===== config.mk =====
export PLATFORM = sky130hd
export DESIGN_NAME = reg_commit_ctrl
export DESIGN_NICKNAME = d
export VERILOG_FILES = /design/src/rtl/reg_commit_ctrl.sv
export SDC_FILE = /design/constraint.sdc
export NUM_CORES = 2
export LEC_CHECK = 0
export ABC_AREA = 1
export CORE_MARGIN = 8
export CORE_UTILIZATION = 38
export DETAILED_ROUTE_END_ITERATION = 10
export DONT_BUFFER_PORTS = 1
export PLACE_DENSITY_LB_ADDON = 0.15
export SYNTH_ARGS = -nofsm -noshare
export SYNTH_HDL_FRONTEND = slang
export SYNTH_SLANG_ARGS = --single-unit

===== constraint.sdc =====
create_clock -name clk_in -period 3.1 [get_ports clk_in]
set_input_delay 0.62 -clock clk_in [delete_from_list [all_inputs] [get_ports clk_in]]
set_output_delay 0.62 -clock clk_in [all_outputs]
set_load 0.01 [all_outputs]

===== src/rtl/reg_commit_ctrl.sv =====
// In-order commit controller: tag allocation at dispatch, writeback capture, one commit per cycle
// and a two-step flush after a mispredicted instruction commits.
module reg_commit_ctrl #(
  parameter int unsigned ROB_TAGS = 15
) (
  input  logic        clk_in,
  input  logic        rst_in,
  input  logic        rdy_in,
  input  logic        dsp_valid,
  input  logic        dsp_has_rd,
  input  logic [4:0]  dsp_rd,
  output logic        dsp_ready,
  output logic [3:0]  dsp_tag,
  input  logic        wb_valid,
  input  logic [3:0]  wb_tag,
  input  logic [31:0] wb_value,
  input  logic        wb_mispredict,
  output logic        rob2reg_reserve_enable,
  output logic [4:0]  rob2reg_reserve_rd,
  output logic [3:0]  rob2reg_reserve_reorder,
  output logic        rob2reg_commit_enable,
  output logic [4:0]  rob2reg_commit_des,
  output logic [31:0] rob2reg_commit_value,
  output logic [3:0]  rob2reg_commit_reorder,
  output logic        flush_out,
  output logic [3:0]  rob_count
);

  localparam logic [3:0] MaxTag = 4'(ROB_TAGS);

  // Storage spans every 4-bit tag; slots above MaxTag (and slot 0) are never marked busy.
  logic [15:0] busy_q,  busy_d;
  logic [15:0] ready_q, ready_d;
  logic [15:0] hasrd_q, hasrd_d;
  logic [15:0] mp_q,    mp_d;
  logic [4:0]  rd_q    [16];
  logic [4:0]  rd_d    [16];
  logic [31:0] value_q [16];
  logic [31:0] value_d [16];

  logic [3:0]  head_q, head_d;
  logic [3:0]  tail_q, tail_d;
  logic [3:0]  count_q, count_d;
  logic        pend_q, pend_d;

  logic        cen_q, cen_d;
  logic [4:0]  cdes_q, cdes_d;
  logic [31:0] cval_q, cval_d;
  logic [3:0]  creo_q, creo_d;
  logic        flush_q, flush_d;

  logic        accept;
  logic        pop;
  logic        wb_hit;

  function automatic logic [3:0] next_tag(input logic [3:0] t);
    return (t == MaxTag) ? 4'd1 : t + 4'd1;
  endfunction

  assign dsp_ready = rdy_in & (count_q < MaxTag) & ~pend_q;
  assign accept    = dsp_valid & dsp_ready;
  assign dsp_tag   = tail_q;

  assign rob2reg_reserve_enable  = accept & dsp_has_rd & (dsp_rd != 5'd0);
  assign rob2reg_reserve_rd      = dsp_rd;
  assign rob2reg_reserve_reorder = tail_q;

  // Pulses stay registered while stalled so they are delivered once rdy_in returns.
  assign rob2reg_commit_enable  = cen_q & rdy_in;
  assign rob2reg_commit_des     = cdes_q;
  assign rob2reg_commit_value   = cval_q;
  assign rob2reg_commit_reorder = creo_q;
  assign flush_out              = flush_q & rdy_in;
  assign rob_count              = count_q;

  always_comb begin
    busy_d  = busy_q;
    ready_d = ready_q;
    hasrd_d = hasrd_q;
    mp_d    = mp_q;
    rd_d    = rd_q;
    value_d = value_q;
    head_d  = head_q;
    tail_d  = tail_q;
    count_d = count_q;
    pend_d  = pend_q;
    cen_d   = cen_q;
    cdes_d  = cdes_q;
    cval_d  = cval_q;
    creo_d  = creo_q;
    flush_d = flush_q;
    pop     = 1'b0;
    wb_hit  = 1'b0;

    if (rdy_in) begin
      cen_d   = 1'b0;
      flush_d = 1'b0;
      if (pend_q) begin
        busy_d  = '0;
        ready_d = '0;
        head_d  = 4'd1;
        tail_d  = 4'd1;
        count_d = 4'd0;
        pend_d  = 1'b0;
        flush_d = 1'b1;
      end else begin
        pop    = busy_q[head_q] & ready_q[head_q];
        wb_hit = wb_valid & (wb_tag != 4'd0) & busy_q[wb_tag];

        if (wb_hit) begin
          ready_d[wb_tag] = 1'b1;
          value_d[wb_tag] = wb_value;
          mp_d[wb_tag]    = wb_mispredict;
        end

        // Commit data comes from the pre-edge entry; a same-edge writeback to it is dropped.
        if (pop) begin
          busy_d[head_q]  = 1'b0;
          ready_d[head_q] = 1'b0;
          head_d          = next_tag(head_q);
          cen_d           = hasrd_q[head_q] & (rd_q[head_q] != 5'd0);
          cdes_d          = rd_q[head_q];
          cval_d          = value_q[head_q];
          creo_d          = head_q;
          pend_d          = mp_q[head_q];
        end

        if (accept) begin
          busy_d[tail_q]  = 1'b1;
          ready_d[tail_q] = 1'b0;
          hasrd_d[tail_q] = dsp_has_rd;
          rd_d[tail_q]    = dsp_rd;
          mp_d[tail_q]    = 1'b0;
          tail_d          = next_tag(tail_q);
        end

        count_d = count_q + 4'(accept) - 4'(pop);
      end
    end
  end

  always_ff @(posedge clk_in) begin
    if (!rst_in) begin
      busy_q  <= '0;
      ready_q <= '0;
      hasrd_q <= '0;
      mp_q    <= '0;
      for (int i = 0; i < 16; i++) begin
        rd_q[i]    <= '0;
        value_q[i] <= '0;
      end
      head_q  <= 4'd1;
      tail_q  <= 4'd1;
      count_q <= 4'd0;
      pend_q  <= 1'b0;
      cen_q   <= 1'b0;
      cdes_q  <= '0;
      cval_q  <= '0;
      creo_q  <= '0;
      flush_q <= 1'b0;
    end else begin
      busy_q  <= busy_d;
      ready_q <= ready_d;
      hasrd_q <= hasrd_d;
      mp_q    <= mp_d;
      rd_q    <= rd_d;
      value_q <= value_d;
      head_q  <= head_d;
      tail_q  <= tail_d;
      count_q <= count_d;
      pend_q  <= pend_d;
      cen_q   <= cen_d;
      cdes_q  <= cdes_d;
      cval_q  <= cval_d;
      creo_q  <= creo_d;
      flush_q <= flush_d;
    end
  end

endmodule


**Yosys cells after proc, flatten, opt, wreduce, memory -nomap -nowiden**

Cells that the tools add are included.

- Register bits after elaboration: 712
- Input bits: 48
- Output and inout port bits: 62
- Word-level logic and storage cells: 161

- $add $sub $neg: 4
- $lt $le $gt $ge: 12
- Equal/unequal tests: 2
- Mux-type cells: 59
- Bitwise logic cells: 23
- Reduce and logical (&&, ||, !) cells: 16

Operators with widths:

| operator | number |
|---|---|
| bitwise mux 512 bit | 1 |
| two-way mux 16 bit | 17 |
| binary-select mux 32 bit (select 4 bit) | 1 |
| demux 32 bit (select 4 bit) | 1 |
| two-way mux 32 bit | 3 |
| bitwise mux 80 bit | 1 |
| bitwise AND 16 bit | 4 |
| bitwise mux 16 bit | 2 |
| inverter 16 bit | 2 |
| OR 16 bit | 2 |
| two-way mux 4 bit | 7 |
| binary-select mux 1 bit (select 4 bit) | 5 |
| binary-select mux 5 bit (select 4 bit) | 1 |
| demux 5 bit (select 4 bit) | 1 |
| greater-or-equal comparator 5 bit, second input constant | 3 |
| less-than comparator 4 x 5 -> 1 bit, second input constant | 3 |
| two-way mux 5 bit | 3 |
| inverter 4 -> 5 bit | 3 |
| two-way mux 1 bit | 13 |
| demux 1 bit (select 4 bit) | 3 |
| greater-or-equal comparator 4 x 1 -> 1 bit, second input constant | 3 |
| bitwise AND 1 bit | 11 |
| less-than comparator 5 x 1 -> 1 bit, second input constant | 2 |
| nonzero test 5 bit | 2 |
| 11 further kinds | 22 |

**Logic depth before layout (Yosys ltp)**

- Depth after elaboration: 15
- Mapped depth: 20
- Mapped depth without buffers: 18

**Least setup slack after synthesis**

No wires, ideal clock.

- Kind: register -> register
- Start point: register head_q[1]
- End point: register count_q[2], in the netlist rob_count[2]
- Setup time: 70 ps
- Data arrival time: 2489 ps
- Required time: 3030 ps
- Slack: 540 ps
- Cell stages (with the launch flop): 19
- Buffers on the path: 2
- Clock period less this slack: 2560 ps
- Path through: dfxtp_1 -> inv_1 -> buf_2 -> nand3_1 -> nand2_1 -> nand2_1 -> nand2_1 -> inv_1 -> nand2_4 -> nand2_1 -> buf_2 -> inv_1 -> ha_1 -> inv_1 -> ha_1 -> fa_1 -> a21oi_1 -> o21ai_0 -> a21oi_1

- Longest elaborated chain between the ends: 5
- Elaborated cells on any way between the ends: 7
- Classes of those cells: 1 x add/sub; 5 x mux; 1 x bitwise

Ends and longest elaborated chain:

| what | RTL line | text |
|---|---|---|
| start, declared | 41 | `logic [3:0] head_q, head_d;` |
| start signal, assigned | 152 | `head_q <= 4'd1;` |
| start signal, assigned | 168 | `head_q <= head_d;` |
| binary-select mux 1 bit (select 4 bit) | 107 | `pop = busy_q[head_q] & ready_q[head_q];` |
| two-way mux 1 bit (implied by the code) | 107 |  |
| bitwise AND 1 bit (*) | 107 |  |
| subtractor 4 x 1 -> 4 bit (*) | 137 | `count_d = count_q + 4'(accept) - 4'(pop);` |
| two-way mux 4 bit (*) | 98 | `if (pend_q) begin` |
| end signal, assigned | 170 | `count_q <= count_d;` |
| end, declared | 43 | `logic [3:0] count_q, count_d;` |

Every way passes the cells marked *; elsewhere a longest branch is shown, timed or not. The select of a mux whose other input is x is not followed.
A chain may end at the register's enable or synchronous reset.

**Final worst setup path**

- Start point: register head_q[0]
- End point: register cval_q[21], in the netlist rob2reg_commit_value[21]

- Longest elaborated chain between the ends: 4
- Elaborated cells on any way between the ends: 10
- Classes of those cells: 7 x mux; 2 x bitwise; 1 x reduce/logical

Ends and longest elaborated chain:

| what | RTL line | text |
|---|---|---|
| binary-select mux 1 bit (select 4 bit) or inverter 4 -> 5 bit (tied branches) | 107, 123 |  |
| two-way mux 1 bit (implied by the code) or binary-select mux 32 bit (select 4 bit) (tied branches) | 107, 123 |  |
| bitwise AND 1 bit or two-way mux 32 bit (tied branches) | 107, 123 |  |
| AND reduction 3 bit (no source line) or two-way mux 32 bit (tied branches) | -- |  |
| end signal, assigned | 174 | `cval_q <= cval_d;` |
| end, declared | 48 | `logic [31:0] cval_q, cval_d;` |

Parallel ways exist; a longest one is shown, timed or not. The select of a mux whose other input is x is not followed.

==> metrics.txt <==
status=finished, violations left; failing checks=max-slew violations; Max-Cap Viols=0; CP arrival=between 3000 and 4000 ps; final hold vios=0; critical path class=reg2reg; Filler cells=9,547; Clock Latency Late Sink=640 ps; hold slack=117 ps; CP Capture Type=register; post-cts sizing count=0; cell-by-cell trace of the critical path=inv_8 > nand2_1 > nand3_1 > nand2_1 > nand2_1 > nand2_1 > inv_1 > nand2_4 > buf_4 > nand3_2 > inv_4 > buf_12 > o21ai_1 > a21oi_1; fmax=roughly 0.35 GHz; H-tree depth=3; number of synthesized flops with an enable pin=0; die width=318 um; fin. max-slew vios=566; cell row count=110; DR top layer=met4; Post-DP HPWL=58,400 um; Overall Global Routing Usage=0.204; most used cell along the critical path=nand2_1; Post-CTS Hold Buffers=0; detail-routed via count per cell=~4.8; Die Height=318 um; # port buffers=0; most frequent cells in the layout=nand2_1 (1,287), nor2_1 (1,256), dfxtp_1 (710); worst rel slew slack=-1.38; Final Setup Violations=0; detailed-route DRC error count=0; async set-reset flop share out of synthesis=0; DR WL/cell=16.4 um; first-pass GRT wire length=167,000 um; Worst Skew=25.4 ps; DRT Pass-1 Iters=5; Post-Syn Area=0.0346 sq mm; Synth Net Count=5,554; Clock Pin Slew Worst Setup and Hold Paths=approximately 60 ps; WL met1=52,100 um; post-CTS setup repair buffer count=0; WP data required=around 3700 ps; Longest Clk Path Bufs=3; Seq. cell area=0.0143 sq mm; CTS tree=built; Avg Inst Size Synth=6.30 sq um; ys flop type=dfxtp_1; Die ar.=approximately 0.1 sq mm; Worst IR Drop VDD=0.413 mV; ratio of cells with drive above 1 in the final layout=0.0457; CTS Root Cell=clkbuf_16; GRT Residual Overflow=0; synthesis warning total=0; routed wl met3=5180 um; GP Congestion=between 0.8 and 0.9; Routed Antenna Nets=0; PwrDens=513 mW/mm^2; crit start category=register; Initial Util=0.384; min-delay worst type=in2reg; commonest non-fill, non-tap cell in the layout=nand2_1; Final Cycle Share=0.917; Total Wirelength=between 100,000 and 150,000 um; Seq/Total Area, Yosys=0.412; actual slew at the worst max-slew pin=3570 ps; Post-Syn Instances=5,492; CP max stage delay=between 600 and 700 ps; slowest CP cell=dfxtp_4; starting DRC count in detailed routing=around 2,800; initial antenna violation count=0; area taken by multi-input logic gates=0.0161 sq mm; Top Ports=110; via count=between 30,000 and 40,000; family with the most delay on the worst path=buffers and inverters; Core ar.=0.0901 sq mm; CP max FO=31; CTS buffer count=83; Synth cell types=36; Leak=18.6 nW; clock sinks=712; largest net degree at the start of global routing=666; P&R area growth vs syn=9.59%; Nets=approximately 5,300; RSZ-0062 raised after global routing=yes; post-route minimum period=2840 ps; Sum Neg Setup Slack=0 ps; Synth Register Bits=712; vias in the first global route=around 28,000; met2 WL=47,400 um; number of buffers and inverters on the critical path=5; antenna diode count=0
==> where the power goes <==
| part | internal (mW) | switching (mW) | total [mW] |
|---|---|---|---|
| Clock | 5.96 | 4.03 | 9.99 |
| Sequential | 9.17 | 0.0182 | 9.19 |
| Combinational | 0.0858 | 0.193 | 0.279 |
==> final timing paths <==
kind	depth (start not counted)	slack, ps	start	endpoint
worst min-delay path	2	120	wb_value[29]	value_q[221]
worst min register to register	2	420	value_q[509]	value_q[509]
worst max register to register	14	260	head_q[0]	rob2reg_commit_value[21]
worst max-delay path	14	260	head_q[0]	rob2reg_commit_value[21]
==> through the flow <==
stage	total power [mW]	instances	area, sq um	utilization	setup slack (ps)
after floorplan	9.76	5492	34600	-	540
after global placement	9.66	6362	35200	0.390	317
after detailed placement	9.66	6362	35200	0.390	290
after CTS	19.7	6510	37900	0.421	211
after global routing	20.1	6510	37900	0.421	-4.74
final	19.5	6510	37900	0.421	258
==> kinds of logic after synthesis <==
| family | Yosys count | share of synthesized area |
|---|---|---|
| AND/OR/NAND/NOR | 2724 | 0.310 |
| buffers and inverters | 1038 | 0.127 |
| AO/OA/AOI/OAI | 1002 | 0.146 |
| flip-flops | 712 | 0.412 |
| adder cells (fa/ha/maj) | 14 | 0.00528 |
| XOR/XNOR | 2 | 0.000506 |
==> synth_stat cells, types with 3 or more instances <==
master | n | area [sq um]
nand4_1 | 19 | 119
clkbuf_1 | 178 | 668
inv_1 | 647 | 2430
dfxtp_1 | 712 | 14300
nor4_1 | 32 | 200
nand2_1 | 1288 | 4830
buf_6 | 22 | 248
nor3_1 | 15 | 75.1
nand4_4 | 7 | 149
ha_1 | 13 | 163
a21oi_1 | 516 | 2580
buf_2 | 111 | 556
nand4_2 | 8 | 100
o211ai_1 | 4 | 30.0
nand2_2 | 10 | 62.6
inv_2 | 8 | 30.0
o21ai_1 | 35 | 175
o21ai_0 | 439 | 2200
buf_1 | 16 | 60.1
nor2_1 | 1256 | 4710
buf_4 | 48 | 360
nor2_2 | 3 | 18.8
nand3_1 | 83 | 415
clkinv_1 | 6 | 22.5
==> routing by layer <==
metal / up-vias / track usage
met1: 14100 / 0.283
met4: 0 / 0.0538
li1: 16400 / -
met2: 581 / 0.328
met3: 132 / 0.0316
met5: - / 0
==> registers in the layout, summed over array words and instances, names as in the netlist <==
| register | cells |
|---|---|
| busy_q | 16 |
| rob2reg_commit_des | 5 |
| rd_q | 80 |
| hasrd_q | 16 |
| cen_q | 1 |
| rob2reg_commit_reorder | 4 |
| rob2reg_commit_value | 32 |
| rob_count | 4 |
| head_q | 4 |
| dsp_tag | 4 |
| mp_q | 16 |
| pend_q | 1 |
| ready_q | 16 |
| flush_q | 1 |
| value_q | 512 |
==> area by class of cell <==
type / instances / area share
Tap cell: 1176 / 0.0388
Clock buffer: 130 / 0.0669
Inverter: 661 / 0.0658
Clock inverter: 18 / 0.00636
Timing Repair Buffer: 71 / 0.0231
Sequential cell: 712 / 0.376
Multi-Input combinational cell: 3742 / 0.423
Note: power is estimated with default switching activity, not from simulation.
